==> config.mk <==
export PLATFORM = sky130hd
export DESIGN_NAME = spi_wb_cmd_master_flat
export DESIGN_NICKNAME = d
export VERILOG_FILES = /design/src/rtl/spi_wb_cmd_master_if.sv /design/src/rtl/spi_wb_cmd_master.sv /design/src/flat_wrapper.sv
export SDC_FILE = /design/constraint.sdc
export NUM_CORES = 1
export LEC_CHECK = 0
export CAP_MARGIN = 25
export CORE_UTILIZATION = 50
export CTS_BUF_LIST = sky130_fd_sc_hd__clkbuf_2 sky130_fd_sc_hd__clkbuf_4 sky130_fd_sc_hd__clkbuf_8
export CTS_CLUSTER_SIZE = 24
export DETAILED_ROUTE_END_ITERATION = 8
export HOLD_SLACK_MARGIN = 0.08
export MAX_ROUTING_LAYER = met4
export PLACE_DENSITY_LB_ADDON = 0.1
export SETUP_SLACK_MARGIN = 0.05
export SYNTH_ARGS = -nofsm -noshare
export SYNTH_HDL_FRONTEND = slang
export SYNTH_SLANG_ARGS = --single-unit
==> constraint.sdc <==
create_clock -name clk -period 1.9 [get_ports clk]
set_clock_uncertainty 0.05 [all_clocks]
set_input_delay 0.57 -clock clk [delete_from_list [all_inputs] [get_ports clk]]
set_output_delay 0.57 -clock clk [all_outputs]
set_load 0.005 [all_outputs]
==> src/rtl/spi_wb_cmd_master_if.sv <==
// Byte-level SPI slave handshake plus Wishbone master signals for spi_wb_cmd_master.
`default_nettype none

interface spi_wb_cmd_master_if;
  logic        cs_n;
  logic        rx_valid;
  logic [7:0]  rx_byte;
  logic        tx_load;
  logic [7:0]  tx_byte;
  logic        wb_cyc;
  logic        wb_stb;
  logic        wb_we;
  logic [31:0] wb_adr;
  logic [31:0] wb_wdat;
  logic [3:0]  wb_sel;
  logic [31:0] wb_rdat;
  logic        wb_ack;
  logic        wb_err;
  logic        busy;

  modport master (
    input  cs_n, rx_valid, rx_byte, tx_load, wb_rdat, wb_ack, wb_err,
    output tx_byte, wb_cyc, wb_stb, wb_we, wb_adr, wb_wdat, wb_sel, busy
  );

  modport slave (
    output cs_n, rx_valid, rx_byte, tx_load, wb_rdat, wb_ack, wb_err,
    input  tx_byte, wb_cyc, wb_stb, wb_we, wb_adr, wb_wdat, wb_sel, busy
  );
endinterface

`default_nettype wire

==> src/rtl/spi_wb_cmd_master.sv <==
// spi_wb_cmd_master: decodes SPI command frames (A1 read / A2 write) into single Wishbone cycles.
// Optional macro SPIWB_TIMEOUT_EN adds a Wishbone watchdog (response header A4, data DEADBEEF).
`default_nettype none

module spi_wb_cmd_master #(
  parameter logic [7:0] PAD_BYTE       = 8'hFF,
  parameter int         TIMEOUT_CYCLES = 1024
) (
  input  logic                 clk,
  input  logic                 rst_n,
  spi_wb_cmd_master_if.master  bus
);

  typedef enum logic [2:0] {
    IDLE    = 3'd0,
    ADDR    = 3'd1,
    WDATA   = 3'd2,
    WB_REQ  = 3'd3,
    WB_WAIT = 3'd4,
    RESP    = 3'd5,
    DRAIN   = 3'd6
  } state_t;

  localparam logic [7:0] CMD_RD   = 8'hA1;
  localparam logic [7:0] CMD_WR   = 8'hA2;
  localparam logic [7:0] HDR_OK   = 8'hA3;

`ifdef SPIWB_TIMEOUT_EN
  localparam logic [7:0]  HDR_TMO  = 8'hA4;
  localparam logic [31:0] DAT_TMO  = 32'hDEADBEEF;
  localparam int          TW       = $clog2(TIMEOUT_CYCLES) + 1;
  localparam logic [TW-1:0] TMO_LAST = TW'(TIMEOUT_CYCLES - 1);
  logic [TW-1:0] tmo_cnt;
`endif

  state_t      state;
  logic        is_write;
  logic        abort;
  logic [1:0]  byte_cnt;
  logic [2:0]  resp_idx;
  logic [31:0] addr;
  logic [31:0] wdata;
  logic [31:0] rdata;
  logic [7:0]  rd_byte;

  // Byte that follows the one currently on tx_byte once the slave loads it.
  always_comb begin
    rd_byte = rdata[7:0];
    case (resp_idx[1:0])
      2'd1:    rd_byte = rdata[15:8];
      2'd2:    rd_byte = rdata[23:16];
      2'd3:    rd_byte = rdata[31:24];
      default: rd_byte = rdata[7:0];
    endcase
  end

  always_ff @(posedge clk or negedge rst_n) begin
    if (!rst_n) begin
      state       <= IDLE;
      is_write    <= 1'b0;
      abort       <= 1'b0;
      byte_cnt    <= 2'd0;
      resp_idx    <= 3'd0;
      addr        <= 32'h0;
      wdata       <= 32'h0;
      rdata       <= 32'h0;
      bus.tx_byte <= PAD_BYTE;
      bus.wb_cyc  <= 1'b0;
      bus.wb_stb  <= 1'b0;
      bus.wb_we   <= 1'b0;
      bus.wb_adr  <= 32'h0;
      bus.wb_wdat <= 32'h0;
      bus.wb_sel  <= 4'h0;
      bus.busy    <= 1'b0;
`ifdef SPIWB_TIMEOUT_EN
      tmo_cnt     <= '0;
`endif
    end else begin
      case (state)
        IDLE: begin
          if (!bus.cs_n && bus.rx_valid) begin
            bus.busy <= 1'b1;
            byte_cnt <= 2'd0;
            addr     <= 32'h0;
            wdata    <= 32'h0;
            abort    <= 1'b0;
            if (bus.rx_byte == CMD_RD) begin
              is_write <= 1'b0;
              state    <= ADDR;
            end else if (bus.rx_byte == CMD_WR) begin
              is_write <= 1'b1;
              state    <= ADDR;
            end else begin
              state    <= DRAIN;
            end
          end
        end

        ADDR: begin
          if (bus.cs_n) begin
            state       <= IDLE;
            bus.busy    <= 1'b0;
            bus.tx_byte <= PAD_BYTE;
          end else if (bus.rx_valid) begin
            addr     <= {addr[23:0], bus.rx_byte};
            byte_cnt <= byte_cnt + 2'd1;
            if (byte_cnt == 2'd3)
              state <= is_write ? WDATA : WB_REQ;
          end
        end

        WDATA: begin
          if (bus.cs_n) begin
            state       <= IDLE;
            bus.busy    <= 1'b0;
            bus.tx_byte <= PAD_BYTE;
          end else if (bus.rx_valid) begin
            wdata    <= {bus.rx_byte, wdata[31:8]};
            byte_cnt <= byte_cnt + 2'd1;
            if (byte_cnt == 2'd3)
              state <= WB_REQ;
          end
        end

        WB_REQ: begin
          bus.wb_cyc  <= 1'b1;
          bus.wb_stb  <= 1'b1;
          bus.wb_we   <= is_write;
          bus.wb_sel  <= 4'hF;
          bus.wb_adr  <= addr;
          bus.wb_wdat <= wdata;
          if (bus.cs_n)
            abort <= 1'b1;
`ifdef SPIWB_TIMEOUT_EN
          tmo_cnt <= '0;
`endif
          state <= WB_WAIT;
        end

        WB_WAIT: begin
          if (bus.cs_n)
            abort <= 1'b1;
          if (bus.wb_ack || bus.wb_err) begin
            bus.wb_cyc <= 1'b0;
            bus.wb_stb <= 1'b0;
            bus.wb_we  <= 1'b0;
            bus.wb_sel <= 4'h0;
            // A frame that ended mid-cycle still completes the bus cycle, then drops the result.
            if (abort || bus.cs_n) begin
              state       <= IDLE;
              bus.busy    <= 1'b0;
              bus.tx_byte <= PAD_BYTE;
            end else if (is_write) begin
              state <= DRAIN;
            end else begin
              rdata       <= (bus.wb_ack && !bus.wb_err) ? bus.wb_rdat : 32'h0;
              resp_idx    <= 3'd0;
              bus.tx_byte <= HDR_OK;
              state       <= RESP;
            end
          end
`ifdef SPIWB_TIMEOUT_EN
          else if (tmo_cnt == TMO_LAST) begin
            bus.wb_cyc <= 1'b0;
            bus.wb_stb <= 1'b0;
            bus.wb_we  <= 1'b0;
            bus.wb_sel <= 4'h0;
            if (abort || bus.cs_n) begin
              state       <= IDLE;
              bus.busy    <= 1'b0;
              bus.tx_byte <= PAD_BYTE;
            end else if (is_write) begin
              state <= DRAIN;
            end else begin
              rdata       <= DAT_TMO;
              resp_idx    <= 3'd0;
              bus.tx_byte <= HDR_TMO;
              state       <= RESP;
            end
          end else begin
            tmo_cnt <= tmo_cnt + TW'(1);
          end
`endif
        end

        RESP: begin
          if (bus.cs_n) begin
            state       <= IDLE;
            bus.busy    <= 1'b0;
            bus.tx_byte <= PAD_BYTE;
          end else if (bus.tx_load) begin
            if (resp_idx == 3'd4) begin
              bus.tx_byte <= PAD_BYTE;
              state       <= DRAIN;
            end else begin
              bus.tx_byte <= rd_byte;
              resp_idx    <= resp_idx + 3'd1;
            end
          end
        end

        DRAIN: begin
          if (bus.cs_n) begin
            state       <= IDLE;
            bus.busy    <= 1'b0;
            bus.tx_byte <= PAD_BYTE;
          end
        end

        default: begin
          state       <= IDLE;
          bus.busy    <= 1'b0;
          bus.tx_byte <= PAD_BYTE;
        end
      endcase
    end
  end

endmodule

`default_nettype wire
==> src/flat_wrapper.sv <==
// flat-port wrapper written by rule: the top's interface ports become plain ports
module spi_wb_cmd_master_flat 
#(
  parameter logic [7:0] PAD_BYTE       = 8'hFF,
  parameter int         TIMEOUT_CYCLES = 1024
)
  (clk, rst_n, bus_cs_n, bus_rx_valid, bus_rx_byte, bus_tx_load, bus_wb_rdat, bus_wb_ack, bus_wb_err, bus_tx_byte, bus_wb_cyc, bus_wb_stb, bus_wb_we, bus_wb_adr, bus_wb_wdat, bus_wb_sel, bus_busy);
  spi_wb_cmd_master_if bus_i ();
  input  logic clk;
  input  logic rst_n;
  input wire logic [$bits(bus_i.cs_n)-1:0] bus_cs_n;
  input wire logic [$bits(bus_i.rx_valid)-1:0] bus_rx_valid;
  input wire logic [$bits(bus_i.rx_byte)-1:0] bus_rx_byte;
  input wire logic [$bits(bus_i.tx_load)-1:0] bus_tx_load;
  input wire logic [$bits(bus_i.wb_rdat)-1:0] bus_wb_rdat;
  input wire logic [$bits(bus_i.wb_ack)-1:0] bus_wb_ack;
  input wire logic [$bits(bus_i.wb_err)-1:0] bus_wb_err;
  output wire logic [$bits(bus_i.tx_byte)-1:0] bus_tx_byte;
  output wire logic [$bits(bus_i.wb_cyc)-1:0] bus_wb_cyc;
  output wire logic [$bits(bus_i.wb_stb)-1:0] bus_wb_stb;
  output wire logic [$bits(bus_i.wb_we)-1:0] bus_wb_we;
  output wire logic [$bits(bus_i.wb_adr)-1:0] bus_wb_adr;
  output wire logic [$bits(bus_i.wb_wdat)-1:0] bus_wb_wdat;
  output wire logic [$bits(bus_i.wb_sel)-1:0] bus_wb_sel;
  output wire logic [$bits(bus_i.busy)-1:0] bus_busy;
  assign bus_i.cs_n = bus_cs_n;
  assign bus_i.rx_valid = bus_rx_valid;
  assign bus_i.rx_byte = bus_rx_byte;
  assign bus_i.tx_load = bus_tx_load;
  assign bus_i.wb_rdat = bus_wb_rdat;
  assign bus_i.wb_ack = bus_wb_ack;
  assign bus_i.wb_err = bus_wb_err;
  assign bus_tx_byte = bus_i.tx_byte;
  assign bus_wb_cyc = bus_i.wb_cyc;
  assign bus_wb_stb = bus_i.wb_stb;
  assign bus_wb_we = bus_i.wb_we;
  assign bus_wb_adr = bus_i.wb_adr;
  assign bus_wb_wdat = bus_i.wb_wdat;
  assign bus_wb_sel = bus_i.wb_sel;
  assign bus_busy = bus_i.busy;
  spi_wb_cmd_master #(.PAD_BYTE(PAD_BYTE), .TIMEOUT_CYCLES(TIMEOUT_CYCLES)) u_core (.clk(clk), .rst_n(rst_n), .bus(bus_i));
endmodule
# Yosys cells after proc, flatten, opt, wreduce, memory -nomap -nowiden
# Index checks and enable logic that the tools add are counted.
# totals
ff_bits,185
elab_cells,150
# classes
n_addsub,2
eq_ne,38
n_mux,61
bitwise_logic,4
n_reduce_logical,30
# ops
operator,count
$mux 32,6
$pmux 32 s2,2
$mux 3,21
$mux 8,7
$pmux 8 s4,1
$pmux 8 s3,1
$ne 2x2->1 const B,11
$pmux 3 s7,1
$eq 8x8->1 const B,2
$reduce_and 4->1,4
$ne 2x1->1 const B,7
$reduce_bool 2->1,7
$eq 3x3->1 const B,4
$ne 3x3->1 const B,4
$mux 1,10
$reduce_and 5->1,2
$ne 3x2->1 const B,3
$reduce_and 9->1,1
$mux 2,4
$pmux 4 s2,1
$reduce_and 7->1,1
$eq 2x2->1 const B,3
$eq 3x2->1 const B,2
$pmux 1 s2,3
18 further kinds,27

# Depth between registers and ports, before layout
# logic_depth
word_depth,6
mapped_depth,8
mapped_depth_nobuf,6

# Worst setup path before layout
# Ideal clock, no wire load.
# synth_timing
path_type,register to register
start,reg u_core.state[0]
end,reg u_core.rdata[0]
setup_ns,0.121
t_arrival_ns,1.922
required_ns,1.729
path_slack_ns,-0.193
stages_incl_launch_ff,9
synth_period_minus_slack_ns,2.093
cell_sequence,dfrtp_1 -> inv_1 -> ha_1 -> nand2_1 -> or4_4 -> or2_1 -> buf_2 -> buf_6 -> a22o_1
# synth_via
elab_chain_cells,2
# synth_rtl
item,line,text
start: declaration,spi_wb_cmd_master.sv:36,state_t state;
start signal: assignment,spi_wb_cmd_master.sv:108,state <= is_write ? WDATA : WB_REQ;
$eq 3x3->1,spi_wb_cmd_master.sv:79,case (state)
$reduce_and 4->1 (no source line),--,
end signal: assignment,spi_wb_cmd_master.sv:156,rdata <= (bus.wb_ack && !bus.wb_err) ? bus.wb_rdat : 32'h0;
end: declaration,spi_wb_cmd_master.sv:43,logic [31:0] rdata;
# Every way passes these cells.
# A chain may end at the register's enable or synchronous reset.

# Worst setup path in the final report
# layout_timing
start,reg u_core.state[0]
end,reg u_core.rdata[25]
# Same word-level chain as after synthesis.

==> impl_metrics.py <==
metrics = {
    "detailed_routing": {
        "drc": 6,
        "avgViaCountPerCell": 5.66,
        "ant_nets": 0,
        "wl_per_cell_um": 19.5,
        "postRouteWirelength_um": 20900,
        "firstDrtPassIters": 8,
        "vias": 6083,
        "drt_iter0_markers": 340,
    },
    "timing": {
        "fin_ws_ns": -0.160,
        "rsz0062_at_grt": "yes",
        "relSlewSlack_pct": 68.9,
        "hold_violations": 0,
        "period_share_pct": 108,
        "tightest_slew_ns": 0.467,
        "fmax_mhz": 485,
        "finalMaxSlewViolations": 0,
        "setup_viol_count_final": 103,
        "min_period_ns": 2.06,
    },
    "worst_setup_path": {
        "cp.arrival_ns": 2.41,
        "worst_setup_path_start_kind": "flop",
        "required_ns": 2.25,
        "worstPathCellList": "inv_2, ha_4, nand2_4, or4_4, buf_6, nor3b_4, buf_6, clkbuf_16, a22o_1",
        "critical_path_peak_fanout": 8,
        "crit_slowest_cell": "or4_4",
        "crit_type": "flop to flop",
        "crit_path_frequent_cell": "buf_6",
        "end_kind": "flop",
        "slowest_delay_ns": 0.45,
    },
    "global_route": {
        "grt_start_max_net_pins": 49,
        "met2_usage_pct": 41.0,
        "use_met3_pct": 4.33,
        "grt_pass1_vias": 5815,
        "met1_usage_pct": 30.9,
        "grt_use_total_pct": 24.8,
        "grt_antenna_before_repair": 0,
        "gr-total-overflow": 0,
        "gr-max-usage-layer": "met2",
        "grt_pass1_wl_um": 29600,
    },
    "clocking": {
        "clockRootBuffer": "clkbuf_8",
        "h-tree-depth": 4,
        "clock-sinks": 181,
        "insertion_delay_ns": 0.47,
        "cts.path.max_buffers": 2,
        "path_clk_slew_ns": 0.10,
        "cts-buffers-inserted": 17,
        "cts_tree": "built",
    },
    "final_layout": {
        "drive_gt1_share_pct": 40.2,
        "nets": 936,
        "area_growth_pct": 47.0,
        "final_common_cell": "dfrtp_1",
        "fillers": 944,
        "utilization_pct": 76.4,
        "final_cell_mix": "dfrtp_1 (171), nand2_1 (87), dlygate4sd2_1 (69)",
        "insertedDiodeCount": 0,
        "stdcell_count": 1075,
    },
    "logic_synthesis": {
        "ys_seq_elements": 181,
        "ys_async_sr_fraction_pct": 100,
        "netlist_area_sq_um": 7640,
        "ys_types": 47,
        "synth_cells": 670,
        "synth_seq_area_share_pct": 59.4,
        "yosysWarnings": 0,
        "synth-edff-count": 0,
        "synth_flop_cell": "dfrtp_1",
        "postSynthNetCount": 727,
        "syn_area_per_cell_sq_um": 11.4,
    },
    "placed_design": {
        "place_inst": 1000,
        "dp_hpwl_um": 12000,
        "place_congestion": 0.942,
        "port_buffers": 126,
    },
    "min_path": {
        "hp-class": "flop to flop",
    },
    "die": {
        "fp.dieH_um": 126,
        "core_sq_um": 14700,
        "fp-row-count": 44,
        "dieArea_sq_um": 15800,
        "start_util_pct": 52.0,
        "die_w_um": 126,
        "io_pins": 127,
    },
    "power": {
        "p_leak_nw": 5.50,
        "p_per_area_nw_per_um2": 1280,
        "ir_worst_vdd_uv": 654,
    },
    "run_status": {
        "status": "finished, violations left",
        "violations": "design-rule violations, negative setup slack",
    },
    "job": {
        "max-cap-violations": 0,
    },
}
[Yosys cell counts, types with 3 or more instances]
library cell,n,area (sq um)
dfstp_2,8,210
nor3b_1,3,22.5
buf_4,5,37.5
buf_6,3,33.8
nand2_1,138,518
nor3_1,3,15.0
a22o_1,32,280
nand3_1,3,15.0
ha_1,10,125
a222oi_1,8,80.1
nor2_1,7,26.3
buf_2,10,50.1
nor2b_1,11,68.8
mux2_2,71,800
o21ai_0,82,410
mux2i_1,11,110
inv_1,17,63.8
clkbuf_1,29,109
nor4bb_1,3,30.0
a21oi_1,11,55.1
o211ai_1,3,22.5
dfrtp_1,173,4330
[area by class of cell]
type                       instances  area, sq um  area share, %
clock inverter                    11          125           1.11
tap                              184          230           2.05
multi-input combinational        422         3550           31.6
sequential                       181         4540           40.4
clock buffer                      20          269           2.40
inverter                          18         67.6          0.602
timing repair buffer             239         2450           21.8
[metal layers]
| metal | wire [um] | up-vias |
|---|---|---|
| li1 | - | 2771 |
| met3 | 953 | 35 |
| met5 | 0 | - |
| met4 | 350 | 0 |
| met2 | 11000 | 211 |
| met1 | 8620 | 3066 |
[flip-flops by register name (all words and copies together), names as in the netlist]
| register | count |
|---|---|
| u_core.addr | 32 |
| u_core.bus.wb_adr | 32 |
| u_core.bus.wb_wdat | 32 |
| u_core.rdata | 32 |
| u_core.wdata | 32 |
| u_core.bus.tx_byte | 8 |
| u_core.resp_idx | 3 |
| u_core.state | 3 |
| u_core.byte_cnt | 2 |
| u_core.abort | 1 |
| u_core.bus.busy | 1 |
| u_core.bus.wb_sel | 1 |
| u_core.bus.wb_we | 1 |
| u_core.is_write | 1 |
[power breakdown]
group	leakage, nW	switching, W	internal, W
combinational	2.85	0.00254	0.00321
clock	0.199	0.00140	0.00125
sequential	2.45	0.000984	0.00500
[worst max-delay path: cells and delay by family (launching register included)]
| family | cells | cell delay (ns) |
|---|---|---|
| and+or+nand+nor | 3 | 0.69 |
| adders and majority gates | 1 | 0.18 |
| buffers and inverters | 4 | 0.53 |
| DFF | 1 | 0.40 |
| AOI/OAI and AO/OA | 1 | 0.13 |
[per-stage QoR]
step	total power, W	instance area [sq um]	worst slack, ns	hold slack, ns	setup TNS (ns)
floorplan	0.00794	7680	-0.0759	0.224	-2.31
global placement	0.0101	9660	-0.517	0.413	-48.18
detailed placement	0.0103	9660	-0.569	0.432	-51.09
CTS	0.0129	10300	-0.129	0.442	-5.26
global route	0.0151	11200	-0.239	0.454	-14.85
finish	0.0144	11200	-0.160	0.445	-8.98
[kinds of logic after synthesis]
| logic type | after synthesis | synth area share (%) |
|---|---|---|
| mux | 82 | 11.9 |
| xor+xnor | 1 | 0.115 |
| fa+ha+maj | 10 | 1.64 |
| simple gates | 178 | 10.2 |
| buf+inv | 67 | 3.99 |
| compound gates | 151 | 12.8 |
| flops | 181 | 59.4 |
[timing repair]
item,CTS,global route
pin swaps,4,67
hold buffers,1,0
hold endpoints to repair,30,0
gates cloned,3,11
gates resized for setup,138,223
endpoints found under the setup margin,192,148
buffers inserted,17,13
[path summary, 6_finish.rpt]
| path | cells after the start | slack (ns) | end | startpoint |
|---|---|---|---|---|
| max in group asynchronous | 3 | 0.64 | u_core.bus.tx_byte[5]$_DFFE_PN1P_ | rst_n |
| setup / recovery | 9 | -0.16 | u_core.rdata[25]$_DFFE_PN0P_ | u_core.state[0]$_DFFE_PN0P_ |
| hold / removal | 2 | 0.45 | u_core.bus.tx_byte[3]$_DFFE_PN1P_ | u_core.bus.tx_byte[3]$_DFFE_PN1P_ |
| min in group asynchronous | 2 | 0.52 | u_core.bus.wb_adr[20]$_DFFE_PN0P_ | rst_n |
| setup reg to reg | 9 | -0.16 | u_core.rdata[25]$_DFFE_PN0P_ | u_core.state[0]$_DFFE_PN0P_ |
| hold reg to reg | 2 | 0.45 | u_core.bus.tx_byte[3]$_DFFE_PN1P_ | u_core.bus.tx_byte[3]$_DFFE_PN1P_ |
No activity file was read; power rests on OpenSTA's default activity.
